--- src/rtl/dma_block_streamer_if.sv ---
// dma_block_streamer_if: DMA block-read port plus valid/ready word stream toward the PE array.
// The master modport is the streamer side; the slave modport is the DMA/PE side.
interface dma_block_streamer_if #(
    parameter int DATA_WIDTH = 16,
    parameter int ADDR_WIDTH = 16,
    parameter int BLOCK_SIZE = 25
);
    logic                             dma_enable;
    logic                             dma_rw;
    logic [ADDR_WIDTH-1:0]            dma_address;
    logic [BLOCK_SIZE*DATA_WIDTH-1:0] dma_block;
    logic [DATA_WIDTH-1:0]            out_data;
    logic [4:0]                       out_index;
    logic                             out_valid;
    logic                             out_last;
    logic                             out_ready;

    modport master (
        output dma_enable, dma_rw, dma_address, out_data, out_index, out_valid, out_last,
        input  dma_block, out_ready
    );

    modport slave (
        input  dma_enable, dma_rw, dma_address, out_data, out_index, out_valid, out_last,
        output dma_block, out_ready
    );
endinterface

--- src/rtl/dma_block_streamer.sv ---
// dma_block_streamer: fetch one 5x5 Q5.10 block over DMA and stream it word by word.
// Optional BLOCK_SUM_EN adds a saturated block sum reported in the DONE cycle.
module dma_block_streamer #(
    parameter int DATA_WIDTH   = 16,
    parameter int ADDR_WIDTH   = 16,
    parameter int BLOCK_SIZE   = 25,
    parameter int READ_LATENCY = 1
) (
    input  logic                  clk,
    input  logic                  rst_n,
    input  logic                  start_i,
    input  logic [ADDR_WIDTH-1:0] base_addr_i,
    output logic                  busy_o,
    output logic                  done_o,
    dma_block_streamer_if.master  bus
`ifdef BLOCK_SUM_EN
    ,
    output logic [DATA_WIDTH-1:0] block_sum_o,
    output logic                  sum_valid_o
`endif
);
    typedef enum logic [2:0] {IDLE, REQ, WAIT, CAPTURE, STREAM, DONE} state_t;

    localparam logic [4:0] LAST      = 5'(BLOCK_SIZE - 1);
    localparam logic [1:0] WAIT_LAST = 2'(READ_LATENCY > 1 ? READ_LATENCY - 2 : 0);

    state_t                state_q, state_d;
    logic [4:0]            idx_q, idx_d;
    logic [1:0]            cnt_q, cnt_d;
    logic [ADDR_WIDTH-1:0] addr_q, addr_d;
    logic [DATA_WIDTH-1:0] mem_q [BLOCK_SIZE];
    logic                  hs;

    assign hs              = (state_q == STREAM) && bus.out_ready;
    assign busy_o          = (state_q != IDLE);
    assign done_o          = (state_q == DONE);
    assign bus.dma_enable  = (state_q == REQ);
    assign bus.dma_rw      = (state_q == REQ);
    assign bus.dma_address = addr_q;
    assign bus.out_valid   = (state_q == STREAM);
    assign bus.out_data    = (state_q == STREAM) ? mem_q[idx_q] : '0;
    assign bus.out_index   = (state_q == STREAM) ? idx_q : '0;
    assign bus.out_last    = (state_q == STREAM) && (idx_q == LAST);

    always_comb begin
        state_d = state_q;
        idx_d   = idx_q;
        cnt_d   = cnt_q;
        addr_d  = addr_q;
        case (state_q)
            IDLE: if (start_i) begin
                addr_d  = base_addr_i;
                state_d = REQ;
            end
            REQ: begin
                cnt_d   = '0;
                state_d = (READ_LATENCY > 1) ? WAIT : CAPTURE;
            end
            WAIT: begin
                cnt_d   = cnt_q + 2'd1;
                state_d = (cnt_q == WAIT_LAST) ? CAPTURE : WAIT;
            end
            CAPTURE: begin
                idx_d   = '0;
                state_d = STREAM;
            end
            STREAM: if (hs) begin
                idx_d   = (idx_q == LAST) ? '0 : idx_q + 5'd1;
                state_d = (idx_q == LAST) ? DONE : STREAM;
            end
            default: state_d = IDLE;
        endcase
    end

    always_ff @(posedge clk or negedge rst_n) begin
        if (!rst_n) begin
            state_q <= IDLE;
            idx_q   <= '0;
            cnt_q   <= '0;
            addr_q  <= '0;
        end else begin
            state_q <= state_d;
            idx_q   <= idx_d;
            cnt_q   <= cnt_d;
            addr_q  <= addr_d;
        end
    end

    // Buffer contents are don't-care after reset, so no reset term here.
    always_ff @(posedge clk) begin
        if (state_q == CAPTURE)
            for (int k = 0; k < BLOCK_SIZE; k++)
                mem_q[k] <= bus.dma_block[k*DATA_WIDTH +: DATA_WIDTH];
    end

`ifdef BLOCK_SUM_EN
    localparam int ACC_W = DATA_WIDTH + 5;
    localparam logic signed [ACC_W-1:0] SMAX = {6'b0, {(DATA_WIDTH-1){1'b1}}};
    localparam logic signed [ACC_W-1:0] SMIN = ~SMAX;

    logic signed [ACC_W-1:0] acc_q;
    logic [DATA_WIDTH-1:0]   sum_q, sat;
    logic [DATA_WIDTH-1:0]   w;

    assign w           = mem_q[idx_q];
    assign sat         = (acc_q > SMAX) ? SMAX[DATA_WIDTH-1:0] :
                         (acc_q < SMIN) ? SMIN[DATA_WIDTH-1:0] : acc_q[DATA_WIDTH-1:0];
    assign block_sum_o = (state_q == DONE) ? sat : sum_q;
    assign sum_valid_o = (state_q == DONE);

    always_ff @(posedge clk or negedge rst_n) begin
        if (!rst_n) begin
            acc_q <= '0;
            sum_q <= '0;
        end else begin
            if (state_q == CAPTURE) acc_q <= '0;
            else if (hs) acc_q <= acc_q + {{5{w[DATA_WIDTH-1]}}, w};
            if (state_q == DONE) sum_q <= sat;
        end
    end
`endif
endmodule

--- src/flat_wrapper.sv ---
// flat-port wrapper written by rule: the top's interface ports become plain ports
module dma_block_streamer_flat 
#(
    parameter int DATA_WIDTH   = 16,
    parameter int ADDR_WIDTH   = 16,
    parameter int BLOCK_SIZE   = 25,
    parameter int READ_LATENCY = 1
)
  (clk, rst_n, start_i, base_addr_i, busy_o, done_o, bus_dma_enable, bus_dma_rw, bus_dma_address, bus_out_data, bus_out_index, bus_out_valid, bus_out_last, bus_dma_block, bus_out_ready);
  dma_block_streamer_if #(.DATA_WIDTH(DATA_WIDTH), .ADDR_WIDTH(ADDR_WIDTH), .BLOCK_SIZE(BLOCK_SIZE)) bus_i ();
  input  logic clk;
  input  logic rst_n;
  input  logic start_i;
  input  logic [ADDR_WIDTH-1:0] base_addr_i;
  output logic busy_o;
  output logic done_o;
  output wire logic [$bits(bus_i.dma_enable)-1:0] bus_dma_enable;
  output wire logic [$bits(bus_i.dma_rw)-1:0] bus_dma_rw;
  output wire logic [$bits(bus_i.dma_address)-1:0] bus_dma_address;
  output wire logic [$bits(bus_i.out_data)-1:0] bus_out_data;
  output wire logic [$bits(bus_i.out_index)-1:0] bus_out_index;
  output wire logic [$bits(bus_i.out_valid)-1:0] bus_out_valid;
  output wire logic [$bits(bus_i.out_last)-1:0] bus_out_last;
  input wire logic [$bits(bus_i.dma_block)-1:0] bus_dma_block;
  input wire logic [$bits(bus_i.out_ready)-1:0] bus_out_ready;
  assign bus_dma_enable = bus_i.dma_enable;
  assign bus_dma_rw = bus_i.dma_rw;
  assign bus_dma_address = bus_i.dma_address;
  assign bus_out_data = bus_i.out_data;
  assign bus_out_index = bus_i.out_index;
  assign bus_out_valid = bus_i.out_valid;
  assign bus_out_last = bus_i.out_last;
  assign bus_i.dma_block = bus_dma_block;
  assign bus_i.out_ready = bus_out_ready;
  dma_block_streamer #(.DATA_WIDTH(DATA_WIDTH), .ADDR_WIDTH(ADDR_WIDTH), .BLOCK_SIZE(BLOCK_SIZE), .READ_LATENCY(READ_LATENCY)) u_core (.clk(clk), .rst_n(rst_n), .start_i(start_i), .base_addr_i(base_addr_i), .busy_o(busy_o), .done_o(done_o), .bus(bus_i));
endmodule
--- config.mk ---
export PLATFORM = sky130hd
export DESIGN_NAME = dma_block_streamer_flat
export DESIGN_NICKNAME = d
export VERILOG_FILES = /design/src/rtl/dma_block_streamer_if.sv /design/src/rtl/dma_block_streamer.sv /design/src/flat_wrapper.sv
export SDC_FILE = /design/constraint.sdc
export NUM_CORES = 1
export LEC_CHECK = 0
export CAP_MARGIN = 20
export CORE_MARGIN = 10
export CORE_UTILIZATION = 43
export CTS_CLUSTER_SIZE = 14
export DETAILED_ROUTE_END_ITERATION = 12
export PLACE_DENSITY = 0.85
export SETUP_SLACK_MARGIN = 0.2
export SLEW_MARGIN = 20
export SYNTH_ARGS = -nofsm -noshare
export SYNTH_HDL_FRONTEND = slang
export SYNTH_SLANG_ARGS = --single-unit
--- constraint.sdc ---
create_clock -name clk -period 14.8 [get_ports clk]
set_input_delay 2.96 -clock clk [delete_from_list [all_inputs] [get_ports clk]]
set_output_delay 2.96 -clock clk [all_outputs]
set_load 0.01 [all_outputs]
# --- After elaboration in Yosys (flattened, before gate mapping) ---
# Memory sizes are Yosys's and may differ from the RTL's.
# Index checks and enable logic that the tools add are counted.
totals:
  register_bits: 26
  latch_bits: 0
  ram_bits: 400
  romBits: 0
  inputBits: 420
  output_inout_bits: 43
  word_cells: 38
  memories: 1
classes:
  addsub: 2
  multipliers: 0
  n_div: 0
  n_lt_le_gt_ge: 0
  n_eq_ne: 8
  shift: 0
  n_mux: 13
  bitwise: 0
  n_reduce_logical: 10
memory_table:
  columns: ["name", "words", "width", "rd", "rd_clocked_by_memory_dff", "write_ports", "line_no", "text"]
  rows:
  - ["u_core.mem_q", 25, 16, 1, 0, 25, "dma_block_streamer.sv:31", "logic [DATA_WIDTH-1:0] mem_q [BLOCK_SIZE];"]
ops:
  columns: ["op", "n"]
  rows:
  - ["$mux 16", 1]
  - ["$mux 5", 3]
  - ["$pmux 3 s5", 1]
  - ["$pmux 5 s2", 1]
  - ["$eq 3x2->1 const B", 2]
  - ["$eq 3x3->1 const B", 2]
  - ["$mux 3", 2]
  - ["$reduce_and 2->1", 3]
  - ["$add 5x1->5 const B", 1]
  - ["$eq 5x5->1 const B", 1]
  - ["$mux 1", 4]
  - ["$pmux 2 s2", 1]
  - ["$reduce_bool 2->1", 2]
  - ["$eq 3x1->1 const B", 1]
  - ["$logic_not 3->1", 1]
  - ["$reduce_bool 3->1", 1]
  - ["$add 2x1->2 const B", 1]
  - ["$logic_and 1x1->1", 2]
  - ["$logic_not 2->1", 1]
  - ["$ne 2x1->1 const B", 1]
  - ["$ne 2x2->1 const B", 1]

# --- Logic depth before layout (Yosys ltp) ---
# Gate-level depths: netlist (run 1).
depth:
  depth_word: 4
  mapped_depth: 9

# --- Least setup slack after synthesis (run 1) ---
# No wires, ideal clock.
synth_path:
  path_type: "register -> register"
  startpoint: "reg u_core.state_q[2]"
  endpoint: "reg u_core.idx_q[2]"
  setup_time_ps: 75
  t_arrival_ps: 13661
  t_required_ps: 14725
  setup_slack_ps: 1064
  path_stages_with_launch: 7
  path_buffers: 2
  period_less_slack_ps: 13736
  cell_sequence: "dfrtp_1 > buf_4 > and3b_1 > clkbuf_1 > o21ai_0 > xor2_1 > nor2_1"
synth_between:
  elab_chain_cells: 4
synth_rtl:
  columns: ["item", "line_no", "text"]
  rows:
  - ["start, declared", "dma_block_streamer.sv:27", "state_t state_q, state_d;"]
  - ["start signal, assigned", "dma_block_streamer.sv:82", "state_q <= state_d;"]
  - ["$eq 3x3->1", "dma_block_streamer.sv:34, dma_block_streamer.sv:50", null]
  - ["$logic_and 1x1->1", "dma_block_streamer.sv:34", "assign hs = (state_q == STREAM) && bus.out_ready;"]
  - ["$ne 2x1->1 (no source line)", null, null]
  - ["$reduce_and 2->1 (no source line)", null, null]
  - ["end signal, assigned", "dma_block_streamer.sv:83", "idx_q <= idx_d;"]
  - ["end, declared", "dma_block_streamer.sv:28", "logic [4:0] idx_q, idx_d;"]
# Parallel ways exist; a longest one is shown, timed or not.
# A chain may end at the register's enable or synchronous reset.

# --- Final worst setup path (run 1) ---
layout_path:
  startpoint: "reg u_core.idx_q[0]"
  endpoint: "out bus_out_data[3]"
layout_between:
  elab_chain_cells: 2
layout_rtl:
  columns: ["item", "line_no", "text"]
  rows:
  - ["$mem_v2 25x16", null, null]
  - ["$mux 16", "dma_block_streamer.sv:41", "assign bus.out_data = (state_q == STREAM) ? mem_q[idx_q] : '0;"]
  - ["end, declared", "flat_wrapper.sv:20", "output wire logic [$bits(bus_i.out_data)-1:0] bus_out_data;"]
# No other way between the ends.

==> results of run 1 <==
[power by group]
part / switching (mW) / internal, mW / total (mW)
sequential: 0.119 / 1.72 / 1.84
clock: 0.468 / 0.722 / 1.19
combinational: 0.504 / 0.493 / 0.997
[layout make-up]
cell class                 instances  area (µm²)
fill                            2613       14500
sequential                       426       12700
timing repair buffer             472        4720
multi-input combinational        285        3550
clock buffer                      52        1240
tap                              511         639
clock inverter                    32         334
inverter                           8        35.0
antenna                            6        15.0
[cells in the final DEF (no fill, tap or decap), types with 12 or more instances in the layout]
| cell type | instances |
|---|---|
| a211oi_1 | 15 |
| clkbuf_16 | 49 |
| clkdlybuf4s50_1 | 461 |
| clkinv_2 | 12 |
| dfrtp_1 | 23 |
| edfxtp_1 | 400 |
| mux2_2 | 16 |
| mux2i_1 | 35 |
| mux4_2 | 94 |
| nor2_1 | 15 |
| nor2b_1 | 16 |
| o21ai_0 | 20 |
| o21ai_1 | 15 |
| o22a_1 | 15 |
[cell families after synthesis]
group                    Yosys count  share of synthesized area
AO/OA/AOI/OAI                     76                     0.0305
XOR/XNOR                           4                    0.00212
adder cells (fa/ha/maj)            3                    0.00227
buffers and inverters             51                     0.0186
flip-flops                       426                      0.767
multiplexers                     145                      0.160
AND/OR/NAND/NOR                   57                     0.0197
[cells in the mapped netlist, types with 2 or more instances]
master,instances
edfxtp_1,400
mux4_2,94
mux2i_1,35
dfrtp_1,26
o21ai_0,20
mux2_2,16
nor2b_1,16
a211oi_1,15
nor2_1,15
o21ai_1,15
o22a_1,15
buf_2,14
clkbuf_1,11
buf_6,10
nand2_1,7
inv_1,6
buf_4,5
nand3_1,4
o2111ai_1,4
buf_1,3
ha_1,3
a31oi_1,2
and2_1,2
xnor2_1,2
xor2_1,2
[critical path, delay by kind of cell, from the launching register on]
family | cells | cell delay, ns
buffers and inverters | 3 | 1.95
DFF | 1 | 0.40
AOI/OAI and AO/OA | 2 | 0.53
muxes | 2 | 0.98
[registers in the layout, indices dropped and copies added, names as in the netlist]
name / cells
u_core.idx_q: 5
u_core.bus.dma_address: 16
u_core.mem_q: 400
u_core.state_q: 3
u_core.cnt_q: 2
[how the worst min path moves through the flow]
stage	start	to	slack, ns	cells past startpoint
after detailed placement	u_core.bus.dma_address[0]	u_core.bus.dma_address[0]	0.50	1
final	u_core.cnt_q[1]	u_core.cnt_q[1]	0.51	2
after global placement	u_core.cnt_q[0]	u_core.cnt_q[0]	0.46	2
after CTS	u_core.bus.dma_address[0]	u_core.bus.dma_address[0]	0.51	1
after global routing	u_core.bus.dma_address[0]	u_core.bus.dma_address[0]	0.51	1
after floorplan	u_core.cnt_q[0]	u_core.cnt_q[0]	0.45	2
[per-layer routing]
| layer | wire length, µm | up-vias |
|---|---|---|
| li1 | - | 4122 |
| met1 | 17800 | 4757 |
| met2 | 25100 | 549 |
| met3 | 5100 | 69 |
| met4 | 1010 | 16 |
| met5 | 95 | - |
[through the flow]
| step | cell area, µm² | total power, mW | setup WS [ns] | std cells | hold WS (ns) |
|---|---|---|---|---|---|
| 2_1_floorplan | 16500 | 2.65 | 1.06 | 762 | 0.448 |
| 3_3_place_gp | 21600 | 2.84 | 7.51 | 1701 | 0.465 |
| 3_5_place_dp | 21600 | 2.88 | 7.49 | 1701 | 0.498 |
| 4_1_cts | 23200 | 4.07 | 6.83 | 1785 | 0.510 |
| 5_1_grt | 23200 | 4.20 | 6.99 | 1788 | 0.514 |
| 6_report | 23200 | 4.03 | 7.38 | 1792 | 0.510 |
==> metrics.md, run 1 <==
| Metric | Value |
|---|---|
| Status | finished clean |
| Initial Util | 0.438 |
| Top cell type's share of synthesized area | 0.727 |
| Initial DRC count | approximately 920 |
| Layout cell share with drive strength beyond 1 | 0.160 |
| Drt total wl | 49100 µm |
| Initial antenna violation count | 14 |
| Syn Area/Cell | 21.7 µm² |
| Inserted Clock Buffers | 46 |
| Tightest Pin Transition | between 0.9 and 1 ns |
| Tot GR Track Use | 0.207 |
| Post-synth ARST share | 0.0610 |
| Worst path required time | between 10 and 15 ns |
| Final setup vio count | 0 |
| CTS Hold Buffers Added | 0 |
| Relative slew slack | 0.349 |
| Max stage delay cell, worst path | buf_4 |
| Core box area | 37800 µm² |
| Layout Skew | approximately 0.008 ns |
| Syn-to-layout area delta | 40.5% |
| Dpl hpwl | ~36000 µm |
| Min Tclk post-route | 7.42 ns |
| Tcrit/Tclk final | 0.502 |
| Net Count, Synth | ~1200 |
| Crit path to | bus_out_data[3] |
| Leakage | about 7.6 nW |
| Nature of the critical path startpoint | register |
| Slew Limit Fails | 0 |
| CP cell instances | buf_6 -> buf_4 -> mux4_2 -> mux2i_1 -> o22a_1 -> o21ai_1 -> clkdlybuf4s50_1 |
| CTS tree | done |
| Number of remaining DRC errors | 0 |
| Vias per cell | 5.31 |
| Global route overflow | 0 |
| Ports | about 460 |
| Layout Nets | between 1500 and 2000 |
| CTS root buf | clkbuf_16 |
| Seq/Total Area, Yosys | 0.767 |
| Remaining antenna violation count | 0 |
| Drt pass-1 iters | 5 |
| Vias in the first global route | roughly 10000 |
| Worst r2r src | u_core.state_q[2] |
| Flop2flop setup slack | between 10 and 15 ns |
| IO buf count | approximately 460 |
| Routed wire per std cell | roughly 27 µm |
| Yosys reg bits | roughly 430 |
| Mapped Area | roughly 17000 µm² |
| Clk slew on worst S/H paths | about 0.060 ns |
| R2r endpoint | u_core.mem_q[15][2] |
| RSZ-0062 raised after global routing | no |
| H-tree depth | 2 |
| GRT met2 Usage | 0.348 |
| Post-synth cell types | between 40 and 50 |
| Clk sinks | ~430 |
| Max Freq | around 130 MHz |
| Post-layout util | 0.615 |
| Setup TNS | 0 ns |
| Max_cap viols | 0 |
| Die area | around 47000 µm² |
| Clk buf depth | 3 |
| Kind of critical path | register to output pin |
| Crit path capture type | output pin |
| Synth area leaders | edfxtp_1 73%, mux4_2 13%, dfrtp_1 3.9% |
| GPL Wtd Cong | approximately 0.84 |
| Global-route wire length before repair | slightly above 70000 µm |
| Worst EP arrival | 4.46 ns |
| Hold Path Class | register to register |
| Met3 Use GR | 0.0775 |
| Peak supply drop | just over 90 µV |
| Largest net degree at the start of global routing | roughly 90 |
| Critical path's largest stage delay | 0.86 ns |
| CP Max Fanout | 56 |
| Yosys top cell by area | edfxtp_1 |
| Final hold vios | 0 |
| Die Ht | around 220 µm |
| Post-CTS resize count | 0 |
| Cells on worst reg2reg path | 4 |
| Die W | around 220 µm |
| Number of cell rows | 71 |
| GRT busiest layer | met2 |
| Critical path startpoint | u_core.idx_q[0] |
| Post-CTS setup buffers | 0 |
| Post-Synthesis Cells | approximately 760 |
| Post-synth top flop | edfxtp_1 |
| PwrDens | around 170 nW/µm² |
| Worst skew pair latency | ~0.57 ns |
| Via count | 9513 |
| Yosys warnings | 0 |
| EDFF count, synth | 400 |
| Met1 Track Usage GR | 0.243 |
(Power assumes the default switching activity.)
==> run 2, diff against run 1 <==
==> constraint.sdc (replaced) <==
create_clock -name clk -period 6.55 [get_ports clk]
set_input_delay 1.31 -clock clk [delete_from_list [all_inputs] [get_ports clk]]
set_output_delay 1.31 -clock clk [all_outputs]
set_load 0.01 [all_outputs]
==> run 2 against run 1 <==
Compared with the run above: non-clock buffer count rose by 1; setup slack got worse by 5.8 ns; clock power rose by 110%; sequential share of layout area rose by 0.35 points; cell area fell by 0.64%; utilization fell by 0.39 points; power rose by 120%; critical path depth fell by 1; critical path type unchanged; critical endpoint is now bus_out_data[8]; largest cell class unchanged; largest power group unchanged; highest routed layer unchanged.
==> metrics.md, run 2 (synthesized netlist as in run 1, its figures left out) <==
| Metric | Value |
|---|---|
| Inserted Clock Buffers | 45 (was 46) |
| Number of remaining DRC errors | 0 (unchanged) |
| Global-route wire length before repair | 69800 µm (was 70400 µm) |
| Placement Setup Slack | 2.04 ns (was 7.49 ns) |
| Cell depth of the worst hold path | 2 (unchanged) |
| Ports | 463 (unchanged) |
| Max_cap viols | 0 (unchanged) |
| Min Tclk post-route | around 5 ns |
| Nature of the critical path startpoint | register (unchanged) |
| Peak supply drop | 278 µV (was 93.3 µV) |
| Remaining antenna violation count | 0 (unchanged) |
| Die W | 216 µm (unchanged) |
| Syn-to-layout area delta | 39.6% (was 40.5%) |
| Relative slew slack | 0.311 (was 0.349) |
| Setup ws final | 1.54 ns (was 7.38 ns) |
| Post-CTS resize count | 0 (unchanged) |
| Die Ht | 216 µm (unchanged) |
| Global route overflow | 0 (unchanged) |
| Vias per cell | 5.29 (was 5.31) |
| Finished Layout Cells | 1787 (was 1792) |
| Worst path required time | 5.24 ns (was 11.84 ns) |
| Drt pass-1 iters | 5 (unchanged) |
| Worst r2r src | u_core.state_q[2] (unchanged) |
| Clk slew on worst S/H paths | 0.06 ns (about the same) |
| Most frequent cells in the layout | 462 x clkdlybuf4s50_1, 400 x edfxtp_1, 94 x mux4_2 (was 461 x clkdlybuf4s50_1, 400 x edfxtp_1, 94 x mux4_2) |
| Initial DRC count | 874 (was 923) |
| Initial antenna violation count | 8 (was 14) |
| Worst skew pair latency | 0.58 ns (was 0.57 ns) |
| Hold Crit Start | u_core.cnt_q[0] (was u_core.cnt_q[1]) |
| Cells on worst reg2reg path | 2 (was 4) |
| Via count | 9449 (was 9513) |
| Layout cell share with drive strength beyond 1 | 0.149 (was 0.160) |
| Tightest Pin Transition | 1.03 ns (was 0.976 ns) |
| Layout Skew | 0.0204 ns (was 0.00822 ns) |
| R2r endpoint | u_core.mem_q[11][1] (was u_core.mem_q[15][2]) |
| Core box area | 37800 µm² (unchanged) |
| Commonest non-fill, non-tap cell in the layout | clkdlybuf4s50_1 (unchanged) |
| Max reg flops | 400 (unchanged) |
| Leakage | 7.46 nW (was 7.56 nW) |
| Max Freq | 200 MHz |
| WHS | 0.496 ns (was 0.510 ns) |
| Tot GR Track Use | 0.206 (was 0.207) |
| Drt total wl | 48700 µm (was 49100 µm) |
| Hold EP | u_core.cnt_q[0] (was u_core.cnt_q[1]) |
| Hold Path Class | register to register (unchanged) |
| Top reg by flops | u_core.mem_q (unchanged) |
| Clock share of power | 0.276 (was 0.295) |
| CTS root buf | clkbuf_16 (unchanged) |
| Initial Util | 0.438 (unchanged) |
| Clk buf depth | 3 (unchanged) |
| Post-placement cell count | 1703 (was 1701) |
| Crit path capture type | output pin (unchanged) |
| Layout Nets | 1662 (unchanged) |
| Pint | 6.44 mW (was 2.94 mW) |
| CP Max Fanout | 37 (was 56) |
| Status | finished clean (unchanged) |
| PwrDens | 383 nW/µm² (was 174 nW/µm²) |
| Slew Limit Fails | 0 (unchanged) |
| Worst EP arrival | 3.70 ns (was 4.46 ns) |
| Post-layout util | 0.611 (was 0.615) |
| Die area | 46700 µm² (unchanged) |
| Routed wire per std cell | 27.2 µm (was 27.4 µm) |
| CTS tree | done (unchanged) |
| Number of cell rows | 71 (unchanged) |
| H-tree depth | 2 (unchanged) |
| Flop2flop setup slack | 4.04 ns (was 11.48 ns) |
| Sw power | 2.39 mW (was 1.09 mW) |
| Post-CTS setup buffers | 0 (unchanged) |
| Final setup vio count | 0 (unchanged) |
| Kind of critical path | register to output pin (unchanged) |
| GPL Wtd Cong | 0.834 (was 0.843) |
| RSZ-0062 raised after global routing | no (unchanged) |
| Tcrit/Tclk final | 0.765 |
| Combinational share of power | 0.245 (was 0.247) |
| Reg power frac | 0.479 (was 0.457) |
| Clk sinks | 426 (unchanged) |
| Dpl hpwl | 36300 µm (was 36100 µm) |
| Sw Ratio | 0.271 (about the same) |
| Largest net degree at the start of global routing | 179 (was 92) |
| Setup TNS | 0 ns (unchanged) |
| IO buf count | 462 (unchanged) |
| Final hold vios | 0 (unchanged) |
| CTS Hold Buffers Added | 0 (unchanged) |
| Vias in the first global route | 10262 (was 10348) |
==> run 2: changes by cell type in the layout (fill, tap and decap cells not counted), moves of 2 or more <==
cell | before | now
clkinvlp_4 | 0 | 2
clkinv_1 | 11 | 14
clkbuf_16 | 49 | 47
buf_12 | 0 | 3
bufinv_16 | 7 | 3
clkbuf_1 | 3 | 9
clkinv_2 | 12 | 2
==> run 2: area by class of cell <==
cell class | instances | area (µm²)
Timing Repair Buffer | 473 | 4750
Tap cell | 511 | 639
Antenna cell | 5 | 12.5
Clock inverter | 23 | 190
Fill cell | 2628 | 14700
Inverter | 8 | 35.0
Multi-Input combinational cell | 285 | 3550
Clock buffer | 56 | 1210
Sequential cell | 426 | 12700
==> run 2: how the worst max path moves through the flow <==
stage                      start  cells after the start         endpoint  slack [ns]
2_1_floorplan  u_core.state_q[2]                      6  u_core.idx_q[2]        2.08
3_3_place_gp     u_core.idx_q[0]                      6  bus_out_data[8]        2.05
3_5_place_dp     u_core.idx_q[0]                      6  bus_out_data[8]        2.04
4_1_cts          u_core.idx_q[0]                      6  bus_out_data[8]        1.33
5_1_grt          u_core.idx_q[0]                      6  bus_out_data[8]        1.28
6_report         u_core.idx_q[0]                      6  bus_out_data[8]        1.54
==> run 2: power groups by stage <==
| stage | Sequential (mW) | Combinational, mW | Clock (mW) |
|---|---|---|---|
| floorplan | 4.19 | 1.46 | 0 |
| global placement | 4.24 | 2.17 | 0 |
| detailed placement | 4.28 | 2.21 | 0 |
| CTS | 4.24 | 2.22 | 2.49 |
| global route | 4.29 | 2.33 | 2.60 |
| finish | 4.22 | 2.17 | 2.44 |
==> run 2: per-stage QoR <==
step	instance area, µm²	total power, mW
6_report	23100	8.83
5_1_grt	23100	9.23
4_1_cts	23000	8.94
3_5_place_dp	21600	6.49
3_3_place_gp	21600	6.41
2_1_floorplan	16500	5.64
==> run 2: critical path: stages, from the launching register on <==
cell	delay, ns
dfrtp_4	0.92
buf_12	0.35
mux4_2	0.54
mux2i_1	0.31
o22a_1	0.31
o21ai_1	0.16
clkdlybuf4s50_1	0.52
==> run 2: layer usage <==
metal,vias up,wire length [µm],global-route usage
met4,8,1160,0.0657
met5,-,65,0
met3,69,5030,0.0859
met2,469,24600,0.345
met1,4782,17800,0.235
li1,4121,-,-
==> run 3, diff against run 2 <==
==> constraint.sdc (replaced) <==
create_clock -name clk -period 4.22 [get_ports clk]
set_input_delay 0.844 -clock clk [delete_from_list [all_inputs] [get_ports clk]]
set_output_delay 0.844 -clock clk [all_outputs]
set_load 0.01 [all_outputs]
==> run 3 against run 2 <==
Compared with the run above: non-clock buffer count rose by 28; register-to-register slack worse by 1.9 ns; die area stayed put; clock skew is 0.0064 ns lower; combinational power up 82%; via count grew 1.8%; critical path type unchanged; flip-flop and latch count is the same; final cell count increased by 1.6%; setup slack got worse by 1.3 ns; first-iteration DRC count increased by 6.5%; power is 59% higher; worst hold slack better by 0.0093 ns; critical endpoint is now bus_out_data[14].
==> metrics.md, run 3 (synthesized netlist as in run 1, its figures left out) <==
| Metric | Value |
|---|---|
| Top reg by flops | u_core.mem_q (unchanged) |
| Clk slew on worst S/H paths | 0.06 ns (about the same) |
| Max_cap viols | 0 (unchanged) |
| Leakage | 7.78 nW (was 7.46 nW) |
| Largest delay share family, worst path | buffers and inverters (was flip-flops) |
| Fill cells | 2604 (was 2628) |
| Cell depth of the worst hold path | 1 (was 2) |
| Layout Nets | 1689 (was 1662) |
| Clk sinks | 426 (unchanged) |
| Crit path capture type | output pin (unchanged) |
| CP cell instances | buf_4 -> bufbuf_16 -> mux4_2 -> mux2i_2 -> o22a_1 -> o21ai_1 -> clkdlybuf4s50_1 (was buf_12 -> mux4_2 -> mux2i_1 -> o22a_1 -> o21ai_1 -> clkdlybuf4s50_1) |
| Final setup vio count | 0 (unchanged) |
| Setup TNS | 0 ns (unchanged) |
| GPL Wtd Cong | 0.832 (was 0.834) |
| Drt pass-1 iters | 5 (unchanged) |
| Placed cell areas | 21800 µm² (was 21600 µm²) |
| Max reg flops | 400 (unchanged) |
| Syn-to-layout area delta | 42.1% (was 39.6%) |
| Hold Path Class | register to register (unchanged) |
| Critical path startpoint | u_core.idx_q[0] (unchanged) |
| Layout Skew | 0.0140 ns (was 0.0204 ns) |
| Initial DRC count | 931 (was 874) |
| Met3 Use GR | 0.0688 (was 0.0859) |
| Vias in the first global route | 10534 (was 10262) |
| Die W | 216 µm (unchanged) |
| Routed wire per std cell | 27.9 µm (was 27.2 µm) |
| Vias per cell | 5.30 (was 5.29) |
| Worst path required time | 3.38 ns (was 5.24 ns) |
| Global-route wire length before repair | 72800 µm (was 69800 µm) |
| GRT met2 Usage | 0.356 (was 0.345) |
| Kind of critical path | register to output pin (unchanged) |
| Post-layout util | 0.622 (was 0.611) |
| IO buf count | 462 (unchanged) |
| Initial Util | 0.438 (unchanged) |
| Relative slew slack | 0.452 (was 0.311) |
| CTS Hold Buffers Added | 0 (unchanged) |
| Total buffers and inverters traversed by the critical path | 3 (was 2) |
| RSZ-0062 raised after global routing | yes (was no) |
| Cells on worst reg2reg path | 2 (unchanged) |
| Tcrit/Tclk final | 0.935 |
| CTS tree | done (unchanged) |
| Final hold vios | 0 (unchanged) |
| Core box area | 37800 µm² (unchanged) |
| Global route overflow | 0 (unchanged) |
| Drt total wl | 50700 µm (was 48700 µm) |
| Min Tclk post-route | between 3 and 4 ns |
| Initial antenna violation count | 10 (was 8) |
| H-tree depth | 2 (unchanged) |
| PwrDens | 598 nW/µm² (was 383 nW/µm²) |
| Dpl hpwl | 37100 µm (was 36300 µm) |
| Status | finished clean (unchanged) |
| Final Cell Area | 23500 µm² (was 23100 µm²) |
| Worst EP arrival | 3.10 ns (was 3.70 ns) |
| Nature of the critical path startpoint | register (unchanged) |
| Hold Crit Start | u_core.bus.dma_address[6] (was u_core.cnt_q[0]) |
| Slew Limit Fails | 0 (unchanged) |
| Worst r2r src | u_core.state_q[2] (unchanged) |
| Most frequent cells in the layout | 455 x clkdlybuf4s50_1, 400 x edfxtp_1, 94 x mux4_2 (was 462 x clkdlybuf4s50_1, 400 x edfxtp_1, 94 x mux4_2) |
| Via count | 9616 (was 9449) |
| Number of remaining DRC errors | 0 (unchanged) |
| Number of cell rows | 71 (unchanged) |
| Tightest Pin Transition | 0.819 ns (was 1.03 ns) |
| Max Freq | between 200 and 300 MHz |
| Clk buf depth | 3 (unchanged) |
| Commonest non-fill, non-tap cell in the layout | clkdlybuf4s50_1 (unchanged) |
| Max stage delay cell, worst path | clkdlybuf4s50_1 (was dfrtp_4) |
| GRT busiest layer | met2 (unchanged) |
| Largest net degree at the start of global routing | 131 (was 179) |
| Worst skew pair latency | 0.57 ns (was 0.58 ns) |
| Layout cell share with drive strength beyond 1 | 0.180 (was 0.149) |
| Inserted Clock Buffers | 44 (was 45) |
| Tot GR Track Use | 0.214 (was 0.206) |
| CTS root buf | clkbuf_16 (unchanged) |
| CP Max Fanout | 15 (was 37) |
| Die Ht | 216 µm (unchanged) |
| Die area | 46700 µm² (unchanged) |
| Met1 Track Usage GR | 0.256 (was 0.235) |
| Worst path depth | 7 (was 6) |
| Ports | 463 (unchanged) |
| Critical path's largest stage delay | 0.59 ns (was 0.92 ns) |
| Overall Power | 14.0 mW (was 8.83 mW) |
| Remaining antenna violation count | 0 (unchanged) |
| Peak supply drop | 371 µV (was 278 µV) |
[run 3: metrics by stage]
stage	hold slack (ns)	cells	setup WS, ns
floorplan	0.448	762	1.10
global placement	0.461	1718	0.347
detailed placement	0.496	1718	0.336
CTS	0.508	1806	0.140
global route	0.525	1812	0.176
finish	0.505	1815	0.273
[run 3: area by class of cell]
| cell class | instances | area [µm²] | share of cell area |
|---|---|---|---|
| Sequential cell | 426 | 12700 | 0.540 |
| Timing Repair Buffer | 501 | 5160 | 0.220 |
| Multi-Input combinational cell | 285 | 3630 | 0.154 |
| Clock buffer | 56 | 1170 | 0.0497 |
| Tap cell | 511 | 639 | 0.0272 |
| Clock inverter | 19 | 150 | 0.00640 |
| Inverter | 8 | 35.0 | 0.00149 |
| Antenna cell | 9 | 22.5 | 0.000960 |
[run 3: power by group]
part	internal [mW]	switching, mW
combinational	2.03	1.92
clock	2.07	1.58
sequential	6.05	0.383
total	10.1	3.89
[run 3: path summary, 6_finish.rpt]
check / to / slack (ns)
worst max-delay path: bus_out_data[14] / 0.27
worst min-delay path: u_core.bus.dma_address[6] / 0.51
worst max register to register: u_core.mem_q[15][6] / 2.17
worst min register to register: u_core.bus.dma_address[6] / 0.51
max in group asynchronous: u_core.idx_q[1] / 2.81
min in group asynchronous: u_core.state_q[0] / 0.76
[run 3: timing repair]
item,in CTS,in global routing
setup buffers,12,0
cloned,1,0
setup endpoints to repair,16,14
resized for setup,12,17
pin swaps,0,1
[run 3: routing by layer]
| metal | part of all wire | wire (µm) |
|---|---|---|
| met3 | 0.093 | 4710 |
| met2 | 0.50 | 25300 |
| met1 | 0.38 | 19100 |
| met5 | 0.00053 | 27 |
| met4 | 0.032 | 1630 |
